**config.mk**
```make
export PLATFORM = sky130hd
export DESIGN_NAME = dmem_access_arbiter
export DESIGN_NICKNAME = d
export VERILOG_FILES = /design/src/rtl/dmem_arb_pkg.sv /design/src/rtl/dump_addr_counter.sv /design/src/rtl/dmem_access_arbiter.sv
export SDC_FILE = /design/constraint.sdc
export NUM_CORES = 1
export LEC_CHECK = 0
export CAP_MARGIN = 20
export CORE_MARGIN = 3
export CORE_UTILIZATION = 30
export DETAILED_ROUTE_END_ITERATION = 8
export PLACE_DENSITY_LB_ADDON = 0.3
export SLEW_MARGIN = 20
export SYNTH_ARGS = -nofsm -noshare
export SYNTH_HDL_FRONTEND = slang
export SYNTH_SLANG_ARGS = --single-unit
```
**constraint.sdc**
```tcl
create_clock -name i_clk -period 2 [get_ports i_clk]
set_input_delay 0.3 -clock i_clk [delete_from_list [all_inputs] [get_ports i_clk]]
set_output_delay 0.3 -clock i_clk [all_outputs]
set_load 0.01 [all_outputs]
```
**src/rtl/dmem_arb_pkg.sv**
```systemverilog
// Shared types and constants for the data-memory access arbiter.
// The state encoding is internal; only the enum names are meant to be referenced.
package dmem_arb_pkg;

  typedef enum logic [2:0] {
    ST_IDLE,
    ST_WAIT_HALT,
    ST_ISSUE,
    ST_CAPTURE,
    ST_PRESENT,
    ST_FINISH
  } arb_state_e;

  localparam logic [1:0] MEM_SIZE_BYTE = 2'b00;
  localparam logic [1:0] MEM_SIZE_HALF = 2'b01;
  localparam logic [1:0] MEM_SIZE_WORD = 2'b10;

  // The debug path holds the memory port from the read issue until the word is handed off.
  function automatic logic debug_owns_port(arb_state_e s);
    return s inside {ST_ISSUE, ST_CAPTURE, ST_PRESENT};
  endfunction

  function automatic logic dump_in_progress(arb_state_e s);
    return s inside {ST_WAIT_HALT, ST_ISSUE, ST_CAPTURE, ST_PRESENT};
  endfunction

endpackage

```
**src/rtl/dump_addr_counter.sv**
```systemverilog
// Address/remaining-word bookkeeping for a debug memory dump.
// The address wraps modulo 2**ADDR_WIDTH; last flags the final word still to be handed off.
module dump_addr_counter #(
  parameter int ADDR_WIDTH = 9
) (
  input  logic                  clk,
  input  logic                  rst_n,
  input  logic                  load,
  input  logic                  step,
  input  logic [ADDR_WIDTH-1:0] base,
  input  logic [ADDR_WIDTH:0]   count,
  output logic [ADDR_WIDTH-1:0] addr,
  output logic [ADDR_WIDTH:0]   remain,
  output logic                  last
);

  logic [ADDR_WIDTH-1:0] addr_q;
  logic [ADDR_WIDTH:0]   remain_q;

  // NOTE: sequential state is updated with non-blocking assignments so every flop samples pre-edge values.
  always_ff @(posedge clk) begin
    if (!rst_n) begin
      addr_q   <= '0;
      remain_q <= '0;
    end else if (load) begin
      addr_q   <= base;
      remain_q <= count;
    end else if (step) begin
      addr_q   <= addr_q + ADDR_WIDTH'(1);
      remain_q <= remain_q - (ADDR_WIDTH + 1)'(1);
    end
  end

  assign addr   = addr_q;
  assign remain = remain_q;
  assign last   = (remain_q == (ADDR_WIDTH + 1)'(1));

endmodule

```
**src/rtl/dmem_access_arbiter.sv**
```systemverilog
// Shares the data_memory port between the MEM stage and a debug dump engine.
// Pipeline traffic passes through untouched unless a dump is actively using the port.
module dmem_access_arbiter
  import dmem_arb_pkg::*;
#(
  parameter int ADDR_WIDTH = 9,
  parameter int DATA_WIDTH = 32
) (
  input  logic                  i_clk,
  input  logic                  i_reset,
  input  logic                  i_pipe_mem_write,
  input  logic                  i_pipe_mem_read,
  input  logic [1:0]            i_pipe_mem_size,
  input  logic                  i_pipe_unsigned,
  input  logic [1:0]            i_pipe_byte_off,
  input  logic [ADDR_WIDTH-1:0] i_pipe_address,
  input  logic [DATA_WIDTH-1:0] i_pipe_wdata,
  output logic [DATA_WIDTH-1:0] o_pipe_rdata,
  output logic                  o_pipe_stall,
  input  logic                  i_pipe_halted,
  input  logic                  i_dump_start,
  input  logic [ADDR_WIDTH-1:0] i_dump_base,
  input  logic [ADDR_WIDTH:0]   i_dump_count,
  output logic                  o_dump_busy,
  output logic                  o_dump_valid,
  input  logic                  i_dump_ready,
  output logic [DATA_WIDTH-1:0] o_dump_data,
  output logic                  o_dump_done,
  output logic                  o_mem_write,
  output logic                  o_mem_read,
  output logic [1:0]            o_mem_size,
  output logic                  o_mem_unsigned,
  output logic [1:0]            o_mem_byte_off,
  output logic [ADDR_WIDTH-1:0] o_mem_address,
  output logic [DATA_WIDTH-1:0] o_mem_wdata,
  input  logic [DATA_WIDTH-1:0] i_mem_rdata
);

  arb_state_e            state_q, state_d;
  logic                  load, step, last;
  logic [ADDR_WIDTH-1:0] addr_q;
  logic [ADDR_WIDTH:0]   remain_q;

  dump_addr_counter #(.ADDR_WIDTH(ADDR_WIDTH)) u_counter (
    .clk    (i_clk),
    .rst_n  (i_reset),
    .load   (load),
    .step   (step),
    .base   (i_dump_base),
    .count  (i_dump_count),
    .addr   (addr_q),
    .remain (remain_q),
    .last   (last)
  );

  // NOTE: every signal written here gets a default first, so no path can infer a latch.
  always_comb begin
    state_d = state_q;
    load    = 1'b0;
    step    = 1'b0;
    unique case (state_q)
      ST_IDLE: begin
        if (i_dump_start) begin
          load    = 1'b1;
          state_d = (i_dump_count == '0) ? ST_FINISH : ST_WAIT_HALT;
        end
      end
      ST_WAIT_HALT: if (i_pipe_halted) state_d = ST_ISSUE;
      ST_ISSUE:     state_d = ST_CAPTURE;
      ST_CAPTURE:   state_d = ST_PRESENT;
      ST_PRESENT: begin
        if (i_dump_ready) begin
          step    = 1'b1;
          state_d = last ? ST_FINISH : ST_ISSUE;
        end
      end
      ST_FINISH:    state_d = ST_IDLE;
      default:      state_d = ST_IDLE;
    endcase
  end

  // Status flags are registered from the next state so they line up with state_q.
  // NOTE: o_dump_data is a single architectural register, so it is cleared on reset like the flags.
  always_ff @(posedge i_clk) begin
    if (!i_reset) begin
      state_q      <= ST_IDLE;
      o_dump_busy  <= 1'b0;
      o_dump_valid <= 1'b0;
      o_dump_done  <= 1'b0;
      o_dump_data  <= '0;
    end else begin
      state_q      <= state_d;
      o_dump_busy  <= dump_in_progress(state_d);
      o_dump_valid <= (state_d == ST_PRESENT);
      o_dump_done  <= (state_d == ST_FINISH);
      if (state_q == ST_CAPTURE) o_dump_data <= i_mem_rdata;
    end
  end

  always_comb begin
    o_mem_write    = i_pipe_mem_write;
    o_mem_read     = i_pipe_mem_read;
    o_mem_size     = i_pipe_mem_size;
    o_mem_unsigned = i_pipe_unsigned;
    o_mem_byte_off = i_pipe_byte_off;
    o_mem_address  = i_pipe_address;
    o_mem_wdata    = i_pipe_wdata;
    o_pipe_stall   = 1'b0;
    if (debug_owns_port(state_q)) begin
      o_mem_write    = 1'b0;
      o_mem_read     = (state_q == ST_ISSUE);
      o_mem_size     = MEM_SIZE_WORD;
      o_mem_unsigned = 1'b0;
      o_mem_byte_off = 2'b00;
      o_mem_address  = addr_q;
      o_mem_wdata    = '0;
      o_pipe_stall   = i_pipe_mem_read | i_pipe_mem_write;
    end
    // Keep stray pipeline stores away from memory while reset is held.
    if (!i_reset) begin
      o_mem_write    = 1'b0;
      o_mem_read     = 1'b0;
      o_mem_size     = 2'b00;
      o_mem_unsigned = 1'b0;
      o_mem_byte_off = 2'b00;
      o_mem_address  = '0;
      o_mem_wdata    = '0;
      o_pipe_stall   = 1'b0;
    end
  end

  assign o_pipe_rdata = i_mem_rdata;

endmodule

```
# Word-level counts from Yosys, hierarchy flattened
# Cells that the tools add are included.
# word_totals
memories	0
out_inout_bits	116
mem_bits_ro	0
wordCells	55
mem_bits_rw	0
latchBits	0
reg_bits	57
# op_classes
shifts	0
n_lt_le_gt_ge	0
n_bitwise	1
eq_ne	10
addsub	2
div	0
mul	0
n_reduce_logical	5
muxes	30
# op_table
operator	n
32-bit 2-to-1 mux	2
9-bit 2-to-1 mux	4
10-bit 2-to-1 mux	2
3-bit 2-to-1 mux	5
3-bit one-hot mux with 5 select lines	1
3-bit by 2-bit equality test with 1-bit output (second input constant)	4
1-bit 2-to-1 mux	12
10-bit by 1-bit equality test with 1-bit output (second input constant)	1
10-bit zero test	1
10-bit by 1-bit subtractor with 10-bit output (second input constant)	1
9-bit by 1-bit adder with 9-bit output (second input constant)	1
3-bit equality test (second input constant)	3
2-bit 2-to-1 mux	4
3-bit by 1-bit equality test with 1-bit output (second input constant)	2
4-bit nonzero test	1
3-bit zero test	1
3-bit nonzero test	1
2-bit nonzero test	1
1-bit bitwise OR	1

# Longest topological paths before layout
# Gate-level depths: netlist (run 1).
# depth
depth_word	6
ltp_mapped	7
ltp_nobuf	6

# Hierarchy
# From an unflattened synthesis (run 1), not the netlist that was laid out.
# hier_totals
hier_cells	400
area_unflattened_um2	3246.9
# modules_own_cells
module	cells_per_inst	area_per_inst_um2	n_inst
dmem_access_arbiter	282	2239.6	1
dump_addr_counter	118	1007.2	1

# Least setup slack after synthesis (run 1)
# No wires, ideal clock.
# synth_timing
path_type	register -> output
startpoint	reg state_q[1]
endpoint	out o_mem_address[5]
arrival_ns	1.570
stages_incl_launch_ff	6
slack_ns	0.130
required_time_ns	1.700
n_path_buf	2
path_cell_list	dfxtp_1 > or3b_2 > and3_1 > buf_2 > buf_2 > a22o_1
# synth_between
elab_chain_len	4
word_cells_on_any_way	6
classes_between	eq/ne: 3; mux: 2; reduce/logical: 1
# synth_lines
item	line	source
from (decl)	dmem_access_arbiter.sv:39	arb_state_e state_q, state_d;
from (signal assigned)	dmem_access_arbiter.sv:92	state_q <= state_d;
3-bit by 2-bit equality test with 1-bit output or 3-bit equality test (tied branches)	dmem_arb_pkg.sv:20	return s inside {ST_ISSUE, ST_CAPTURE, ST_PRESENT};
3-bit nonzero test *	dmem_arb_pkg.sv:20	
9-bit 2-to-1 mux *	dmem_access_arbiter.sv:109	if (debug_owns_port(state_q)) begin
9-bit 2-to-1 mux *	dmem_access_arbiter.sv:120	if (!i_reset) begin
to (decl)	dmem_access_arbiter.sv:34	output logic [ADDR_WIDTH-1:0] o_mem_address,
# Mark *: on every way between the ends. The rest lies on a longest branch, timed or not.

# Final worst setup path (run 1)
# layout_timing
startpoint	reg state_q[2]
endpoint	out o_mem_address[2]
# The elaborated chain is that of the path after synthesis.

==> run summary, run 1 <==
The run finished, with violations left. The final reports fail on negative setup slack. Net switching is 26.5% of the power. The average size of a mapped cell came out at 7.70 µm². The fraction of the core area covered by cells at the end of the flow is 55.5%. The floorplan step defined a die boundary enclosing 0.0115 mm².

The number of buffers created by CTS is 9. After detailed routing, the average wire length per cell comes to 16.8 µm. The combinational share of power is 26.7%. Setup repair after global routing could not meet its margin everywhere.

The sum of negative setup slack came out at -3030 ps. The number of vias per cell after detailed routing came out at 4.91. The post-route netlist has 19.4% of its cells at a drive strength greater than 1. The detailed router finished its first iteration with 200 violations.

The number of input and output port buffers inserted is 219. Yosys mapped a number of flops with a built-in enable equal to 0. TritonCTS built the clock tree. The tightest min-delay check is of the reg2reg type.

The height of the die came out at 107 µm. The row count is 36. The part of the cycle the worst path needs is 106%.

STA classifies the critical path startpoint as a flip-flop. The sequential share of power came out at 36.6%. The post-placement setup slack came out at -486 ps. The post-route worst hold slack is 452 ps. After clock tree synthesis, the clock-pin slew on the worst setup and hold paths is 70 ps. The remaining antenna violation count after routing is 0. Of all nets on the critical path, the largest fanout is 6.

The deepest clock path buffer count came out at 2. Data arrives at the worst endpoint at 1820 ps. The clock sink count is 57. The transition time at the pin with the least slew margin is 700 ps. The kind of cell adding the most delay to the critical path is simple AND/OR/NAND/NOR gates. Counting distinct cell types in the post-synthesis netlist gives 49. The data required time at the worst endpoint came out at 1700 ps. The max-slew violation total from the final report came out at 0.

The number of global-route vias before repair came out at 3,476. The async set-or-reset flop fraction in the synthesized netlist came out at 0%. Traced cell by cell, the critical path runs through or3b_4 > and3_4 > clkbuf_16 > a22o_1 > buf_2.

The relative slew slack came out at 53.2%. The parity-gate share of the synthesized area counting xor and xnor cells came out at 0.856%. The number of top-level design ports is 220. By area, the combinational part of the netlist is dominated by simple AND/OR/NAND/NOR gates. After Yosys synthesis, full adders, half adders and majority gates account for 1.22% of the synthesized area.

The number of search-and-repair iterations in the first detailed-routing pass came out at 4. The number of instances in the synthesized netlist is 399. Clock latency on the worst-skew pair, taken at its later pin, is 330 ps. The count of buffering cells on the critical path with inverters included is 2.

Derived from the worst setup path, the maximum achievable clock frequency is 472 MHz. The final wirelength is 12,300 µm. The via count of the routed design came out at 3,581. The number of nets in the layout came out at 700.

The largest individual stage delay along the critical path comes from the cell or3b_4. The portion of synthesized area spent on multiplexers is 0%. The number of diodes came out at 0.

The count of final setup violators is 46. The fill cell total of the finished layout is 927. The final clock skew is 9.23 ps. The x dimension of the die came out at 107 µm. With fillers left out, the area of the finished cells amounts to 0.00547 mm². The congestion estimate from routability-driven global placement came to 0.884. Detailed placement ended at an HPWL of 9190 µm.

The net count after synthesis is 506. The effective utilization at floorplan came out at 31.1%. Summed over all cells, the static leakage comes to 0.00211 µW.

The net switching power came out at 891 µW. The maximum single-stage delay on the critical path is 400 ps. After synthesis, flip-flops and latches occupy 37.2% of the total area. In the post-route analysis, the smallest setup slack over all paths is -117 ps.

In this run the clock root is driven by a clkbuf_8. The residual overflow from global routing came out at 0. The combined area of the multi-input logic cells came out at 0.00161 mm². The minimum period implied by the final worst setup slack came out at 2120 ps. The largest net degree at the start of global routing is 53.

The core region is 0.00986 mm². Counting flops and latches in the post-synthesis netlist gives 57. The number of H-tree branching levels came out at 3.

The hold violation total from the final report is 0. The count of maximum capacitance violations came out at 0. For this design the ratio of total power to cell area is 615 mW/mm².

The post-synthesis instance area came out at 0.00307 mm². For this run, the number of Yosys warnings is 0. The fraction of power consumed by the clock network is 36.7%. The global routing usage summed across all routing layers came out at 20.2%. The number of remaining DRC errors came out at 0. The compound-cell area share of the yosys netlist came out at 20.3%. STA classifies the critical path endpoint as an output port. The critical path is of the reg2out type. The largest voltage drop on the vdd net came out at 394 µV. The first-pass GRT wire length is 18,100 µm. After Yosys synthesis, and, or, nand and nor cells account for 27.8% of the synthesized area. The internal power of the cells totals 2470 µW.

The standard cell area after detailed placement came out at 0.00523 mm². The synthesis-to-finish area growth is 78.2%. The initial antenna violation count came out at 0.

The sequential cell area came out at 0.00114 mm². Among all flip-flop cells after synthesis, the most frequent one is dfxtp_1.
## layout make-up
class,count,share of cell area [%]
clock buffers,11,2.77
clock inverters,4,1.39
inverters,7,0.480
multi-input cells,275,29.4
flip-flops and latches,57,20.9
well taps,133,3.04
repair buffers,243,42.0
## routing by layer
metal	share of wire, %	up-vias	GRT usage (%)
met3	8.6	19	5.96
met4	2.9	0	8.86
met2	52	151	37.5
met5	0	-	0
met1	36	1680	20.9
li1	-	1731	-
## cell usage after synthesis (2+ instances only)
cell / instances / area share [%]
o21a_1: 4 / 0.98
nor2_1: 21 / 2.6
or3_1: 3 / 0.61
a32oi_1: 2 / 0.57
nand4_1: 3 / 0.61
a21oi_1: 49 / 8.0
buf_2: 11 / 1.8
a221oi_1: 3 / 0.86
buf_4: 32 / 7.8
a22oi_1: 3 / 0.73
o21ai_0: 11 / 1.8
nor3_1: 7 / 1.1
clkbuf_1: 16 / 2.0
and3_1: 3 / 0.61
or4_1: 3 / 0.73
a31oi_1: 5 / 1.0
dfxtp_1: 57 / 37
inv_1: 6 / 0.73
ha_1: 3 / 1.2
and2_1: 38 / 7.7
a22o_1: 9 / 2.6
nand3_1: 5 / 0.81
o311ai_0: 2 / 0.57
nand2_1: 72 / 8.8
nor4_1: 4 / 0.81
xnor2_1: 3 / 0.86
o211ai_1: 2 / 0.49
## power groups by stage
stage / Clock, µW / Sequential (µW) / Combinational (µW)
5_1_grt: 1330 / 1240 / 962
2_1_floorplan: 0 / 1250 / 372
3_3_place_gp: 0 / 1250 / 866
3_5_place_dp: 0 / 1260 / 875
6_report: 1230 / 1230 / 899
4_1_cts: 1270 / 1230 / 842
## per-stage QoR
step                      power, µW  cells
after floorplan                1630    399
after global placement         2120    710
after detailed placement       2130    710
after CTS                      3340    728
after global routing           3530    730
final                          3370    730
## worst register-to-register path: cells and delay by family, from the launching register on
family / cells / cell delay (ps)
AO/OA/AOI/OAI: 2 / 680
flip-flops: 1 / 350
AND/OR/NAND/NOR: 1 / 660
## registers in the layout, indices dropped and copies added (netlist names)
register          count
o_dump_busy           1
o_dump_data          32
o_dump_done           1
o_dump_valid          1
state_q               3
u_counter.addr        9
u_counter.remain     10
## what timing repair did
| item | 4_1_cts | 5_1_grt |
|---|---|---|
| hold buffers | 0 | 0 |
| endpoints found under the setup margin | 49 | 49 |
| setup buffers | 2 | 0 |
| resized for setup | 204 | 31 |
| pin swaps | 1 | 11 |
| cloned | 1 | 2 |
## cells by family (layout without fill, tap and decap cells)
logic type                 after synthesis  count (layout)
and+or+nand+nor                        169             169
AOI/OAI and AO/OA                      100             100
buffers and inverters                   67             265
DFF                                     57              57
adders and majority gates                3               3
xor gates and xnor gates                 3               3
## final timing paths
path | startpoint | to | slack, ps | cells after the start
hold reg to reg | o_dump_data[16]$_SDFFE_PN0N_ | o_dump_data[16]$_SDFFE_PN0N_ | 450 | 2
hold / removal | o_dump_data[16]$_SDFFE_PN0N_ | o_dump_data[16]$_SDFFE_PN0N_ | 450 | 2
setup reg to reg | u_counter.remain[4]$_SDFFE_PN0P_ | o_dump_busy$_SDFF_PN0_ | 210 | 3
setup / recovery | state_q[2]$_SDFF_PN0_ | o_mem_address[2] | -120 | 5
## layout by cell type (no fill, tap or decap), types with 5 or more instances in the layout
master and n:
clkdlybuf4s50_1 169, nand2_1 72, dfxtp_1 55, a21oi_1 49, buf_2 31, and2_1 21, nor2_1 20, buf_4 20
and2_4 17, buf_6 16, o21ai_0 11, clkbuf_8 11, a22o_1 9, nor3_1 7, inv_1 6, a31oi_1 5
nand3_1 5
Note: power is estimated with default switching activity, not from simulation.
==> run 2, diff against run 1 <==
CORE_MARGIN = 2   (was 3)
==> run summary, run 2 (synthesized netlist as in run 1, its figures left out) <==
The static leakage is 0.00211 µW (-0.16%). The count of final setup violators is 17 (-63%). The sequential cell area came out at 0.00114 mm² (+0.11%). The synthesis-to-finish area growth is 76.9%.

The row count is 36 (unchanged). The x dimension of the die came out at 105 µm (-1.9%). The number of search-and-repair iterations in the first detailed-routing pass is 4 (unchanged).

The most common cell after layout, fill and taps aside is clkdlybuf4s50_1. The number of remaining DRC errors was 0 (unchanged). The relative slew slack was 49.5% (-3.7 points). The number of H-tree branching levels came out at 3 (unchanged).

The post-detailed-route wirelength per cell came out at 16.3 µm (-2.6%). The hold violation total from the final report came out at 0 (unchanged). The origin of the worst min-delay path is o_dump_data[15]$_SDFFE_PN0N_. The critical path arrival came out at 1790 ps (-30 ps). The number of nets in the layout is 710 (+1.4%).

The number of cells on the worst hold path is 2 (unchanged). The number of buffers created by CTS came out at 9 (unchanged). The initial antenna violation count is 0 (unchanged).

The highest clock rate is 478 MHz (+1.2%). The clock latency of the later-clocked register in the worst-skew pair is 350 ps (+20 ps). The final wirelength came out at 12,100 µm (-1.2%).

The fill cell total of the finished layout is 924 (-0.32%). The flip-flop count of the largest register after layout came out at 32 (unchanged). The worst register-to-register path begins at state_q[1]$_SDFF_PN0_.

The placeable core region came out at 0.00986 mm² (unchanged). The total power is 3220 µW (-4.2%). The transition time at the pin with the least slew margin was 754 ps (+54.8 ps). In this run the worst hold path is classified as reg2reg. The checks that failed: negative setup slack.

The combined area of the multi-input logic cells is 0.00168 mm² (+4.2%). The largest net degree at the start of global routing is 53 (unchanged). The final clock skew is 9.78 ps (+0.541 ps).

The register with the most flip-flops is o_dump_data. The length in cells of the worst reg-to-reg path was 6 (+3). The run finished, with violations left.

The detailed placement HPWL came out at 8470 µm (-7.8%). The share of layout cells above drive strength 1 was 20.2% (+0.80 points). The remaining antenna violation count after routing came out at 0 (unchanged).

The minimum setup slack among reg-to-reg paths is 160 ps (-50 ps). The residual overflow from global routing came out at 0 (unchanged). The die outline area is 0.0111 mm² (-3.7%). In the layout the commonest cells are clkdlybuf4s50_1 (169), nand2_1 (72), dfxtp_1 (54). The height of the die came out at 105 µm (-1.9%). The data required time at the worst endpoint is 1700 ps (about the same). TritonCTS built the clock tree. The global routing usage summed across all routing layers came out at 21.2% (+0.99 points). The max-slew violation total from the final report came out at 0 (unchanged). The via count of the routed design came out at 3,614 (+0.92%). The minimum period implied by the final worst setup slack is 2090 ps (-26.1 ps).

The first-iteration detailed-routing DRC count came out at 190 (-5.0%). The routability congestion estimate came to 0.847 (-4.2%). The number of input and output port buffers inserted is 219 (unchanged). The largest driver fanout on the critical path was 7 (+1). The critical path is of the reg2out type. The cell sitting at the root of the clock tree is a clkbuf_8. The worst register-to-register path ends at u_counter.addr[4]$_SDFFE_PN0P_. The number of top-level design ports is 220 (unchanged).

The first-pass GRT wire length is 18,700 µm (+3.2%). The worst setup path is captured at an output port. The clock sink count is 57 (unchanged). The part of the cycle the worst path needs is 105% (-1.3 points).

The total power per unit cell area is 594 mW/mm² (-3.4%). The worst path setup slack after routing came out at -91.2 ps (+26.1 ps). The critical path launch point type is a flip-flop. The number of hold buffers added after CTS was 0 (unchanged).

The number of diodes came out at 0 (unchanged). The clock slew seen by the registers of the worst setup and hold paths came out at 70 ps (about the same). Setup repair after global routing could not meet its margin everywhere. The effective utilization at floorplan is 31.1% (unchanged).

The number of global-route vias before repair came out at 3,551 (+2.2%). The largest voltage drop on the vdd net is 393 µV (-0.39%). The number of vias per cell after detailed routing is 4.88 (-0.58%). The count of maximum capacitance violations is 0 (unchanged). The worst min-delay path endpoint is o_dump_data[15]$_SDFFE_PN0N_. The deepest clock path buffer count came out at 2 (unchanged). The post-placement setup slack is -307 ps (+178 ps).
-- run 2: cell count changes in the layout (fill, tap and decap cells not counted), sizes merged, moves of 3 or more --
cell / change
buf: +6
clkinv: +3
clkbuf: -4
and3: +6
-- run 2: power breakdown --
part	switching, µW	internal, µW	total (µW)
clock	522	587	1110
sequential	49.1	1190	1240
combinational	377	503	880
-- run 2: cell type report --
cell class / count / area share, %
Timing Repair Buffer: 246 / 40.8
Multi-Input combinational cell: 282 / 30.9
Sequential cell: 57 / 21.1
Tap cell: 133 / 3.06
Clock buffer: 9 / 2.28
Clock inverter: 7 / 1.47
Inverter: 7 / 0.484
-- run 2: repair_timing --
item | CTS | global route
endpoints found under the setup margin | 49 | 48
pin swaps | 9 | 11
resized for setup | 216 | 19
cloned | 5 | 2
hold endpoints to repair | 0 | 0
buffers inserted | 6 | 1
-- run 2: worst max-delay path, stage by stage (launching register included) --
cell and delay [ps]:
dfxtp_2 340, or3b_4 440, a21oi_2 150, buf_6 130, buf_6 120, a22o_1 130, buf_2 130
-- run 2: how the worst max path moves through the flow --
stage | startpoint | end
after floorplan | state_q[1]$_SDFF_PN0_ | o_mem_address[5]
after global placement | i_reset | o_mem_wdata[14]
after detailed placement | i_reset | o_mem_wdata[13]
after CTS | state_q[0]$_SDFF_PN0_ | o_mem_address[5]
after global routing | state_q[1]$_SDFF_PN0_ | o_mem_address[5]
final | state_q[1]$_SDFF_PN0_ | o_mem_address[5]
-- run 2: metrics by stage --
| step | std cells | instance area, µm² | setup TNS [ps] | utilization (%) | hold slack, ps |
|---|---|---|---|---|---|
| after floorplan | 399 | 3070 | 0 | - | 436 |
| after global placement | 712 | 5240 | -11160 | 53.1 | 441 |
| after detailed placement | 712 | 5240 | -13810 | 53.1 | 446 |
| after CTS | 738 | 5370 | -1420 | 54.5 | 457 |
| after global routing | 741 | 5430 | -1970 | 55.0 | 473 |
| final | 741 | 5430 | -844 | 55.0 | 453 |
-- run 2: routing by layer --
| layer | vias to the layer above | GRT usage [%] | part of all wire [%] | wire [µm] |
|---|---|---|---|---|
| li1 | 1770 | - | - | - |
| met1 | 1683 | 24.4 | 40 | 4820 |
| met2 | 147 | 38.3 | 52 | 6330 |
| met3 | 14 | 5.93 | 6.4 | 773 |
| met4 | 0 | 5.81 | 1.6 | 189 |
| met5 | - | 0 | 0 | 0 |
==> run 3, diff against run 2 <==
CORE_UTILIZATION = 35   (was 30)
clock period = 2.4 ns   (was 2 ns; I/O delays follow)
==> run summary, run 3 (synthesized netlist as in run 1, its figures left out) <==
The summed area of non-filler cells in the final layout is 0.00534 mm² (-1.8%). The root buffer cell chosen for the clock tree is clkbuf_8. Setup repair after global routing could not meet its margin everywhere.

The endpoint identified for the worst register-to-register timing path is u_counter.addr[2]$_SDFFE_PN0P_. The min-delay analysis places its worst path in the category reg2reg. STA classifies the critical path endpoint as an output port.

The global routing usage summed across all routing layers is 24.1% (+2.9 points). More flip-flops sit in one register than any other, and that register is o_dump_data. The count of maximum capacitance violations was 0 (unchanged). The maximum single-stage delay on the critical path is 520 ps (+80 ps). The routability congestion estimate is 0.836 (-1.3%). The number of search-and-repair iterations in the first detailed-routing pass is 5 (+1). The kind of cell adding the most delay to the critical path is buffers and inverters. The static leakage came out at 0.00207 µW (-1.7%).

The row count was 34 (-5.6%). The number of cells on the worst hold path came to 2 (unchanged). The number of remaining DRC errors came out at 0 (unchanged).

The fill cell total of the finished layout came out at 760 (-18%). The signal on the critical path passes through or3b_4 > a21oi_2 > buf_6 > a21o_1 > clkdlybuf4s50_1. The minimum period implied by the final worst setup slack came out at 2370 ps. The critical path arrival is 2010 ps (+220 ps). The sum of negative setup slack was 0 ps (+844 ps). The effective utilization at floorplan is 35.7% (+4.6 points).

The minimum setup slack among reg-to-reg paths is 520 ps (+360 ps). The max-slew violation total from the final report was 0 (unchanged). The number of global-route vias before repair came to 3,425 (-3.5%). The worst setup path category is reg2out. The remaining antenna violation count after routing is 0 (unchanged). The count of final setup violators came out at 0 (-17).

The synthesis-to-finish area growth came out at 73.8%. The total power per unit cell area was 512 mW/mm² (-14%). The number of input and output port buffers inserted is 219 (unchanged). The height of the die is 97.7 µm (-7.1%). The data required time at the worst endpoint was 2040 ps (+340 ps). The detailed placement HPWL is 9140 µm (+7.8%). The part of the cycle the worst path needs is 98.7%. The number of H-tree branching levels came out at 3 (unchanged). The hold violation total from the final report came to 0 (unchanged).

For hold timing, the worst endpoint is o_dump_data[7]$_SDFFE_PN0N_. The startpoint identified for the worst hold timing path is o_dump_data[7]$_SDFFE_PN0N_. The largest individual stage delay along the critical path comes from the cell clkdlybuf4s50_1. The residual overflow from global routing came out at 0 (unchanged). The largest driver fanout on the critical path came out at 5 (-2). The critical path launch point type is a flip-flop. The clock slew seen by the registers of the worst setup and hold paths is 60 ps (about the same). The clock sink count is 57 (unchanged). The largest net degree at the start of global routing came to 53 (unchanged). The number of vias per cell after detailed routing is 5.12 (+5.1%). The post-detailed-route wirelength per cell is 17.0 µm (+4.1%).

The highest clock rate came out at 422 MHz. The initial antenna violation count is 0 (unchanged). TritonCTS built the clock tree. The number of nets in the layout came out at 694 (-2.3%).

Leaving out fill and tap cells, the most frequent cells in the layout are clkdlybuf4s50_1 (171), nand2_1 (72), dfxtp_1 (56). The final clock skew came out at 7.02 ps (-2.75 ps). The worst register-to-register path begins at state_q[1]$_SDFF_PN0_.

The share of layout cells above drive strength 1 is 10.3% (-9.9 points). The placeable core region is 0.00859 mm² (-13%). The largest voltage drop on the vdd net is 273 µV (-31%). The via count of the routed design came to 3,587 (-0.75%).

The deepest clock path buffer count is 2 (unchanged). The standard cell area after detailed placement came out at 0.00516 mm² (-1.5%). The final wirelength is 11,900 µm (-1.7%). The relative slew slack is 46.3% (-3.2 points). The post-placement setup slack came to -22.2 ps (+285 ps). The first-pass GRT wire length came to 18,200 µm (-2.6%). The length in cells of the worst reg-to-reg path came out at 6 (unchanged).

The total power came out at 2730 µW (-15%). The number of top-level design ports is 220 (unchanged). The post-route worst hold slack is 454 ps (+0.958 ps). The number of buffers created by CTS came to 9 (unchanged). The number of diodes came out at 0 (unchanged). The flip-flop count of the largest register after layout is 32 (unchanged). The worst path setup slack after routing is 31.6 ps (+123 ps). The number of hold buffers added after CTS is 0 (unchanged).

The die outline area came out at 0.00954 mm² (-14%). The x dimension of the die came to 97.7 µm (-7.1%). The run finished with clean final reports. The first-iteration detailed-routing DRC count was 186 (-2.1%). The count of buffering cells on the critical path with inverters included is 2 (-1). Leaving out fill and tap cells, the most frequent cell in the layout is clkdlybuf4s50_1. The clock latency of the later-clocked register in the worst-skew pair is 330 ps (-20 ps). The transition time at the pin with the least slew margin is 802 ps (+48.0 ps).
-- run 3: what timing repair did --
item	in CTS	in global routing
gates resized for setup	71	29
endpoints found under the setup margin	48	25
buffers inserted	1	1
cloned	1	0
-- run 3: layout make-up --
cell class / instances / area, µm² / area share [%]
clock buffers: 12 / 145 / 2.72
clock inverters: 4 / 76.3 / 1.43
inverters: 7 / 26.3 / 0.492
multi-input cells: 275 / 1560 / 29.3
flip-flops and latches: 57 / 1140 / 21.4
well taps: 108 / 135 / 2.53
repair buffers: 237 / 2250 / 42.1
-- run 3: report_power, final --
part           internal (µW)  leakage (µW)  switching, µW
combinational            399       0.00150            304
sequential               989      0.000464           38.2
clock                    616      0.000107            383
total                   2000       0.00207            726
-- run 3: how the worst max path moves through the flow --
stage / from / endpoint / depth (start not counted)
finish: state_q[1]$_SDFF_PN0_ / o_mem_size[1] / 5
global route: state_q[1]$_SDFF_PN0_ / o_mem_size[1] / 5
CTS: state_q[1]$_SDFF_PN0_ / o_mem_address[2] / 5
detailed placement: i_reset / o_mem_wdata[16] / 5
global placement: i_reset / o_mem_wdata[19] / 5
floorplan: state_q[1]$_SDFF_PN0_ / o_mem_address[5] / 5
-- run 3: stage by stage --
| step | cells | util, % |
|---|---|---|
| finish | 700 | 62.1 |
| global route | 700 | 62.1 |
| CTS | 699 | 62.9 |
| detailed placement | 681 | 60.1 |
| global placement | 681 | 60.1 |
| floorplan | 399 | - |
-- run 3: per-layer routing --
layer	vias to the layer above	track usage (%)	wire (µm)
li1	1724	-	-
met5	-	0	0
met4	0	9.19	457
met3	23	6.55	825
met1	1668	27.1	4530
met2	172	43.3	6100
-- run 3: tightest hold or removal path, cell delays in order (launching register included) --
cell and delay [ps]:
dfxtp_1 310, nand2_1 50, a21oi_1 50
